`config.mk`:
```
export PLATFORM = sky130hd
export DESIGN_NAME = mem_cache_flat
export DESIGN_NICKNAME = d
export VERILOG_FILES = /design/src/rtl/mem_cache_if.sv /design/src/rtl/mem_cache.sv /design/src/flat_wrapper.sv
export SDC_FILE = /design/constraint.sdc
export NUM_CORES = 1
export LEC_CHECK = 0
export ABC_AREA = 1
export CORE_ASPECT_RATIO = 0.9
export CORE_MARGIN = 4
export CORE_UTILIZATION = 49
export CTS_BUF_LIST = sky130_fd_sc_hd__clkbuf_16
export DETAILED_ROUTE_END_ITERATION = 8
export PLACE_DENSITY = 0.73
export REMOVE_ABC_BUFFERS = 1
export SETUP_SLACK_MARGIN = 0.1
export SYNTH_ARGS = -nofsm -noshare
export SYNTH_HDL_FRONTEND = slang
export SYNTH_SLANG_ARGS = --single-unit
```
`constraint.sdc`:
```
create_clock -name clk -period 4.2 [get_ports clk]
set_clock_uncertainty 0.2 [all_clocks]
set_input_delay 0.84 -clock clk [delete_from_list [all_inputs] [get_ports clk]]
set_output_delay 0.84 -clock clk [all_outputs]
set_load 0.02 [all_outputs]
```
`src/rtl/mem_cache_if.sv`:
```
// Pipeline (MEM stage) and backing-memory signals of the word cache.
interface mem_cache_if #(
  parameter int ADDR_W = 22,
  parameter int DATA_W = 32
) ();
  logic              re;
  logic              we;
  logic [ADDR_W-1:0] addr;
  logic [DATA_W-1:0] wr_data;
  logic [DATA_W-1:0] rd_data;
  logic              cache_hit;
  logic              stall;
  logic              mem_req;
  logic              mem_we;
  logic [ADDR_W-1:0] mem_addr;
  logic [DATA_W-1:0] mem_wdata;
  logic              mem_ready;
  logic [DATA_W-1:0] mem_rdata;

  modport slave (
    input  re, we, addr, wr_data, mem_ready, mem_rdata,
    output rd_data, cache_hit, stall, mem_req, mem_we, mem_addr, mem_wdata
  );
  modport master (
    output re, we, addr, wr_data, mem_ready, mem_rdata,
    input  rd_data, cache_hit, stall, mem_req, mem_we, mem_addr, mem_wdata
  );
endinterface

```
`src/rtl/mem_cache.sv`:
```
// Direct-mapped write-through, no-write-allocate word cache with
// saturating hit/miss counters.
module mem_cache #(
  parameter int ADDR_W = 22,
  parameter int DATA_W = 32,
  parameter int IDX_W  = 3
) (
  input  logic        clk,
  input  logic        rst_n,
  mem_cache_if.slave  bus,
  output logic [15:0] hit_cnt_o,
  output logic [15:0] miss_cnt_o
);
  localparam int LINES = 1 << IDX_W;
  localparam int TAG_W = ADDR_W - IDX_W;

  typedef enum logic [1:0] {IDLE, RD_MISS, WR_THRU, WR_DONE} state_e;

  state_e                         state_q, state_d;
  logic [LINES-1:0]               valid_q, valid_d;
  logic [LINES-1:0][TAG_W-1:0]    tag_q, tag_d;
  logic [LINES-1:0][DATA_W-1:0]   data_q, data_d;
  logic                           mem_req_q, mem_req_d;
  logic                           mem_we_q, mem_we_d;
  logic [ADDR_W-1:0]              mem_addr_q, mem_addr_d;
  logic [DATA_W-1:0]              mem_wdata_q, mem_wdata_d;
  logic                           refill_q, refill_d;
  logic [15:0]                    hit_cnt_q, hit_cnt_d;
  logic [15:0]                    miss_cnt_q, miss_cnt_d;

  logic [IDX_W-1:0] idx, fill_idx;
  logic [TAG_W-1:0] tag;
  logic             line_hit, stall;

  assign idx      = bus.addr[IDX_W-1:0];
  assign tag      = bus.addr[ADDR_W-1:IDX_W];
  assign fill_idx = mem_addr_q[IDX_W-1:0];
  assign line_hit = valid_q[idx] && (tag_q[idx] == tag);

  always_comb begin
    state_d     = state_q;
    valid_d     = valid_q;
    tag_d       = tag_q;
    data_d      = data_q;
    mem_req_d   = mem_req_q;
    mem_we_d    = mem_we_q;
    mem_addr_d  = mem_addr_q;
    mem_wdata_d = mem_wdata_q;
    refill_d    = 1'b0;
    hit_cnt_d   = hit_cnt_q;
    miss_cnt_d  = miss_cnt_q;
    stall       = 1'b0;
    case (state_q)
      IDLE: begin
        if (bus.we) begin
          if (line_hit) data_d[idx] = bus.wr_data;
          mem_req_d   = 1'b1;
          mem_we_d    = 1'b1;
          mem_addr_d  = bus.addr;
          mem_wdata_d = bus.wr_data;
          stall       = 1'b1;
          state_d     = WR_THRU;
        end else if (bus.re) begin
          if (line_hit) begin
            // The first hit after a fill belongs to the miss already counted.
            if (!refill_q && hit_cnt_q != 16'hFFFF) hit_cnt_d = hit_cnt_q + 16'd1;
          end else begin
            if (miss_cnt_q != 16'hFFFF) miss_cnt_d = miss_cnt_q + 16'd1;
            mem_req_d  = 1'b1;
            mem_we_d   = 1'b0;
            mem_addr_d = bus.addr;
            stall      = 1'b1;
            state_d    = RD_MISS;
          end
        end
      end
      RD_MISS: begin
        stall = 1'b1;
        if (bus.mem_ready) begin
          valid_d[fill_idx] = 1'b1;
          tag_d[fill_idx]   = mem_addr_q[ADDR_W-1:IDX_W];
          data_d[fill_idx]  = bus.mem_rdata;
          mem_req_d         = 1'b0;
          refill_d          = 1'b1;
          state_d           = IDLE;
        end
      end
      WR_THRU: begin
        stall = 1'b1;
        if (bus.mem_ready) begin
          mem_req_d = 1'b0;
          mem_we_d  = 1'b0;
          state_d   = WR_DONE;
        end
      end
      WR_DONE: state_d = IDLE;
      default: state_d = IDLE;
    endcase
  end

  always_ff @(posedge clk) begin
    if (!rst_n) begin
      state_q     <= IDLE;
      valid_q     <= '0;
      mem_req_q   <= 1'b0;
      mem_we_q    <= 1'b0;
      mem_addr_q  <= '0;
      mem_wdata_q <= '0;
      refill_q    <= 1'b0;
      hit_cnt_q   <= '0;
      miss_cnt_q  <= '0;
    end else begin
      state_q     <= state_d;
      valid_q     <= valid_d;
      mem_req_q   <= mem_req_d;
      mem_we_q    <= mem_we_d;
      mem_addr_q  <= mem_addr_d;
      mem_wdata_q <= mem_wdata_d;
      refill_q    <= refill_d;
      hit_cnt_q   <= hit_cnt_d;
      miss_cnt_q  <= miss_cnt_d;
    end
  end

  // Tag/data need no reset: valid bits gate every use.
  always_ff @(posedge clk) begin
    tag_q  <= tag_d;
    data_q <= data_d;
  end

  assign bus.cache_hit = bus.re & ~bus.we & line_hit;
  assign bus.stall     = stall;
  assign bus.rd_data   = (bus.cache_hit && !stall) ? data_q[idx] : '0;
  assign bus.mem_req   = mem_req_q;
  assign bus.mem_we    = mem_we_q;
  assign bus.mem_addr  = mem_addr_q;
  assign bus.mem_wdata = mem_wdata_q;
  assign hit_cnt_o     = hit_cnt_q;
  assign miss_cnt_o    = miss_cnt_q;
endmodule

```
`src/flat_wrapper.sv`:
```
// flat-port wrapper written by rule: the top's interface ports become plain ports
module mem_cache_flat 
#(
  parameter int ADDR_W = 22,
  parameter int DATA_W = 32,
  parameter int IDX_W  = 3
)
  (clk, rst_n, hit_cnt_o, miss_cnt_o, bus_re, bus_we, bus_addr, bus_wr_data, bus_mem_ready, bus_mem_rdata, bus_rd_data, bus_cache_hit, bus_stall, bus_mem_req, bus_mem_we, bus_mem_addr, bus_mem_wdata);
  mem_cache_if #(.ADDR_W(ADDR_W), .DATA_W(DATA_W)) bus_i ();
  input  logic clk;
  input  logic rst_n;
  output logic [15:0] hit_cnt_o;
  output logic [15:0] miss_cnt_o;
  input wire logic [$bits(bus_i.re)-1:0] bus_re;
  input wire logic [$bits(bus_i.we)-1:0] bus_we;
  input wire logic [$bits(bus_i.addr)-1:0] bus_addr;
  input wire logic [$bits(bus_i.wr_data)-1:0] bus_wr_data;
  input wire logic [$bits(bus_i.mem_ready)-1:0] bus_mem_ready;
  input wire logic [$bits(bus_i.mem_rdata)-1:0] bus_mem_rdata;
  output wire logic [$bits(bus_i.rd_data)-1:0] bus_rd_data;
  output wire logic [$bits(bus_i.cache_hit)-1:0] bus_cache_hit;
  output wire logic [$bits(bus_i.stall)-1:0] bus_stall;
  output wire logic [$bits(bus_i.mem_req)-1:0] bus_mem_req;
  output wire logic [$bits(bus_i.mem_we)-1:0] bus_mem_we;
  output wire logic [$bits(bus_i.mem_addr)-1:0] bus_mem_addr;
  output wire logic [$bits(bus_i.mem_wdata)-1:0] bus_mem_wdata;
  assign bus_i.re = bus_re;
  assign bus_i.we = bus_we;
  assign bus_i.addr = bus_addr;
  assign bus_i.wr_data = bus_wr_data;
  assign bus_i.mem_ready = bus_mem_ready;
  assign bus_i.mem_rdata = bus_mem_rdata;
  assign bus_rd_data = bus_i.rd_data;
  assign bus_cache_hit = bus_i.cache_hit;
  assign bus_stall = bus_i.stall;
  assign bus_mem_req = bus_i.mem_req;
  assign bus_mem_we = bus_i.mem_we;
  assign bus_mem_addr = bus_i.mem_addr;
  assign bus_mem_wdata = bus_i.mem_wdata;
  mem_cache #(.ADDR_W(ADDR_W), .DATA_W(DATA_W), .IDX_W(IDX_W)) u_core (.clk(clk), .rst_n(rst_n), .bus(bus_i), .hit_cnt_o(hit_cnt_o), .miss_cnt_o(miss_cnt_o));
endmodule
```
==> results by group <==
Status
  • Status: finished, violations left
  • Violated checks: setup timing

Floorplan
  • # rows: 75
  • IO Count: 213
  • Core area: 0.0466 sq mm
  • Die W: 237 um
  • Starting Density: 0.495
  • Die Area: 0.0507 sq mm
  • Die height: 214 um

Worst setup path
  • Slowest CP cell: buf_12
  • Arrival @ worst endpoint: 3320 ps
  • Crit Path Class: input port to output pin
  • Worst-path cell chain: buf_12 > buf_6 > nor2_4 > buf_6 > buf_12 > nand3_2 > nand2_2 > nor2_1 > nand2_1 > nand2_4 > a21oi_2 > nand3_1 > nor2_1 > nand2_2 > nor3_4 > buf_6 > buf_12 > nand2_8 > buf_12 > nor2_4 > buf_6
  • CP top delay family: simple AND/OR/NAND/NOR gates
  • Worst-path fanout max: 8
  • CP Data Required Time: 3160 ps
  • Worst path max stage delay: 170 ps
  • CP Buf/Inv Count: 8
  • Startpoint types: input port
  • Setup crit end kind: output pin

Clock tree
  • Worst-skew pair later-pin latency: 600 ps
  • CTS Hold Bufs: 0
  • CTS tree: yes
  • Worst-path clk slew: 60 ps
  • TritonCTS buffer count: 51
  • Depth of the CTS H-tree: 2
  • Clock sinks: 507
  • Root Buffer: clkbuf_16
  • Clk buf depth: 3

Detailed routing
  • Final wirelength: 76,900 um
  • Post-route ant nets: 0
  • DRC violations left: 0
  • Routed len/inst: 23.2 um
  • Initial DRC count: 2,709
  • First-pass iteration count of the detailed router: 6
  • Vias/cell: 6.12
  • Vias post-DR: 20,293

Place
  • Detailed Place HPWL: 46,700 um
  • Post-place instance area: 0.0273 sq mm
  • GP Congestion: 0.969
  • I/O Buffers: 212

Power
  • Peak supply drop: 0.396 mV
  • Pint: 9.84 mW
  • Flop pwr share: 0.448
  • Power density over the cells: 495 mW/mm^2
  • Final Power: 14.9 mW
  • Lkg Pwr: 11.4 nW
  • Sw Pwr: 5.06 mW
  • Switching part of the total: 0.340
  • Clk pwr share: 0.280
  • Combinational Power Share: 0.272

Global routing
  • Overflow after GRT: 0
  • Vias in the first global route: 19,574
  • Grt met1 use: 0.386
  • Met3 Track Usage GR: 0.0723
  • Grt peak-use layer: met2
  • Initial antenna violation count: 7
  • GR Layer Usage met2: 0.447
  • First-pass GRT wire length: 114,000 um
  • GRT Util Overall: 0.286
  • Pin count of the biggest net entering global routing: 45

Layout
  • NumNets Final: 2,755
  • Design Area, Final: 0.0301 sq mm
  • Layout area overhead: 30.4%
  • Share of cells above drive strength 1: 0.201
  • Core Util, Final: 0.645

STA
  • Final Max Slew Viols: 0
  • Hold Violations, Final: 0
  • Post-layout minimum cycle time: 4360 ps
  • Fin worst setup slack: -157 ps
  • Final Cycle Share: 1.04
  • Fmax: 230 MHz
  • Setup_tns: -3030 ps
  • Final Setup Violations: 31
  • Slew Limit Headroom: 0.277
  • Actual slew at the worst max-slew pin: 1080 ps
  • Setup repair after global routing missed its margin: yes

Yosys
  • Synth warn: 0
  • Synth unique cells: 44
  • Mapped Cells: 2,286
  • Ys flop type: edfxtp_1
  • Post-synthesis sequential area ratio: 0.617
  • #FFs+latches synth: 507
  • Post-Synthesis Cell Area: 0.0231 sq mm
  • Mapped Avg Cell Area: 10.1 sq um
  • Number of synthesized flops with an enable pin: 408
  • FFs w/ async S/R, synth: 0

Run
  • Maxcap violations: 0

Worst hold path
  • Type of the tightest min-delay check: register to register
[worst paths after layout]
| kind | start | end | slack (ps) | cells past startpoint |
|---|---|---|---|---|
| worst max-delay path | bus_addr[1] | bus_rd_data[29] | -160 | 21 |
| worst min-delay path | u_core.valid_q[0]$_SDFFE_PN0P_ | u_core.valid_q[0]$_SDFFE_PN0P_ | 270 | 1 |
| worst max register to register | u_core.tag_q[55]$_DFFE_PP_ | u_core.hit_cnt_o[14]$_SDFFE_PN0P_ | 270 | 31 |
| worst min register to register | u_core.valid_q[0]$_SDFFE_PN0P_ | u_core.valid_q[0]$_SDFFE_PN0P_ | 270 | 1 |
[Yosys cell counts (all sizes together) (4+ instances only)]
master  instances  area share
a21oi          68       0.015
buf            65       0.018
clkbuf         72       0.012
clkinv          7      0.0011
dfxtp          99       0.086
edfxtp        408        0.53
ha              6      0.0033
inv           226       0.037
nand2         413       0.069
nand3         110       0.024
nand4          15      0.0041
nor2          243       0.051
nor3           24      0.0054
nor4            7      0.0019
o21ai          84       0.018
o21bai          8      0.0031
o22ai         367       0.099
or2             9      0.0024
or4            29      0.0094
xnor2           4      0.0015
xor2            9      0.0034
[final cells by class]
type                       instances  area, sq um
timing repair inverter             1         8.76
antenna                            2         5.00
tap                              616          771
clock buffer                      51         1280
timing repair buffer             452         4750
sequential                       507        14200
fill                            3494        16500
multi-input combinational       1412         7920
inverter                         233          905
clock inverter                    44          225
[power by group through the flow]
| stage | Clock, mW | Combinational [mW] | Sequential [mW] |
|---|---|---|---|
| 6_report | 4.17 | 4.05 | 6.67 |
| 5_1_grt | 4.40 | 4.26 | 6.72 |
| 4_1_cts | 4.19 | 3.88 | 6.66 |
| 3_5_place_dp | 0 | 3.73 | 6.76 |
| 3_3_place_gp | 0 | 3.67 | 6.73 |
| 2_1_floorplan | 0 | 1.67 | 6.87 |
[cells in the final DEF (no fill, tap or decap), types with 10 or more instances in the layout]
cell,instances
buf_4,172
inv_2,15
o22ai_1,367
nor2_2,32
nor2_1,160
clkdlybuf4s50_1,174
clkinv_1,10
nor3_1,22
nand2_1,363
nand4_1,15
clkbuf_16,53
buf_6,44
nand2_2,39
nand3_1,87
inv_1,236
nand3_2,19
o21ai_0,81
or4_1,29
edfxtp_1,408
buf_12,50
a21oi_1,65
nor2_4,52
dfxtp_1,99
[stage by stage]
step | instances | worst slack, ps | hold slack (ps)
after global placement | 3163 | -1050 | 250
after floorplan | 2149 | -914 | 240
final | 3318 | -157 | 267
after global routing | 3316 | -247 | 303
after CTS | 3304 | -181 | 269
after detailed placement | 3163 | -1080 | 255
[logic make-up (layout without fill, tap and decap cells)]
group                    count (synthesis)  in the layout  share of synthesized area
XOR/XNOR                                13             13                    0.00493
adder cells (fa/ha/maj)                  6              6                    0.00325
buffers and inverters                  370            781                     0.0681
other                                    0              2                          0
AND/OR/NAND/NOR                        853            856                      0.168
AO/OA/AOI/OAI                          537            537                      0.139
flip-flops                             507            507                      0.617
[what timing repair did]
action                                  CTS  global route
pin swaps                                50            62
gates resized for setup                 280           108
endpoints found under the setup margin   34            40
buffers inserted                         38            14
gates cloned                              8             3
[sequential cells by signal, summed over array words and instances (netlist names)]
signal                flops
u_core.tag_q            152
u_core.state_q            2
u_core.valid_q            8
u_core.bus.mem_req        1
u_core.data_q           256
u_core.hit_cnt_o         16
u_core.bus.mem_we         1
u_core.bus.mem_wdata     32
u_core.miss_cnt_o        16
u_core.bus.mem_addr      22
u_core.refill_q           1
[metal layers]
| metal | vias up | part of all wire |
|---|---|---|
| met2 | 1513 | 0.45 |
| met5 | - | 0.00071 |
| met3 | 231 | 0.13 |
| met4 | 8 | 0.037 |
| li1 | 8926 | - |
| met1 | 9615 | 0.38 |
Note: power is estimated with default switching activity, not from simulation.
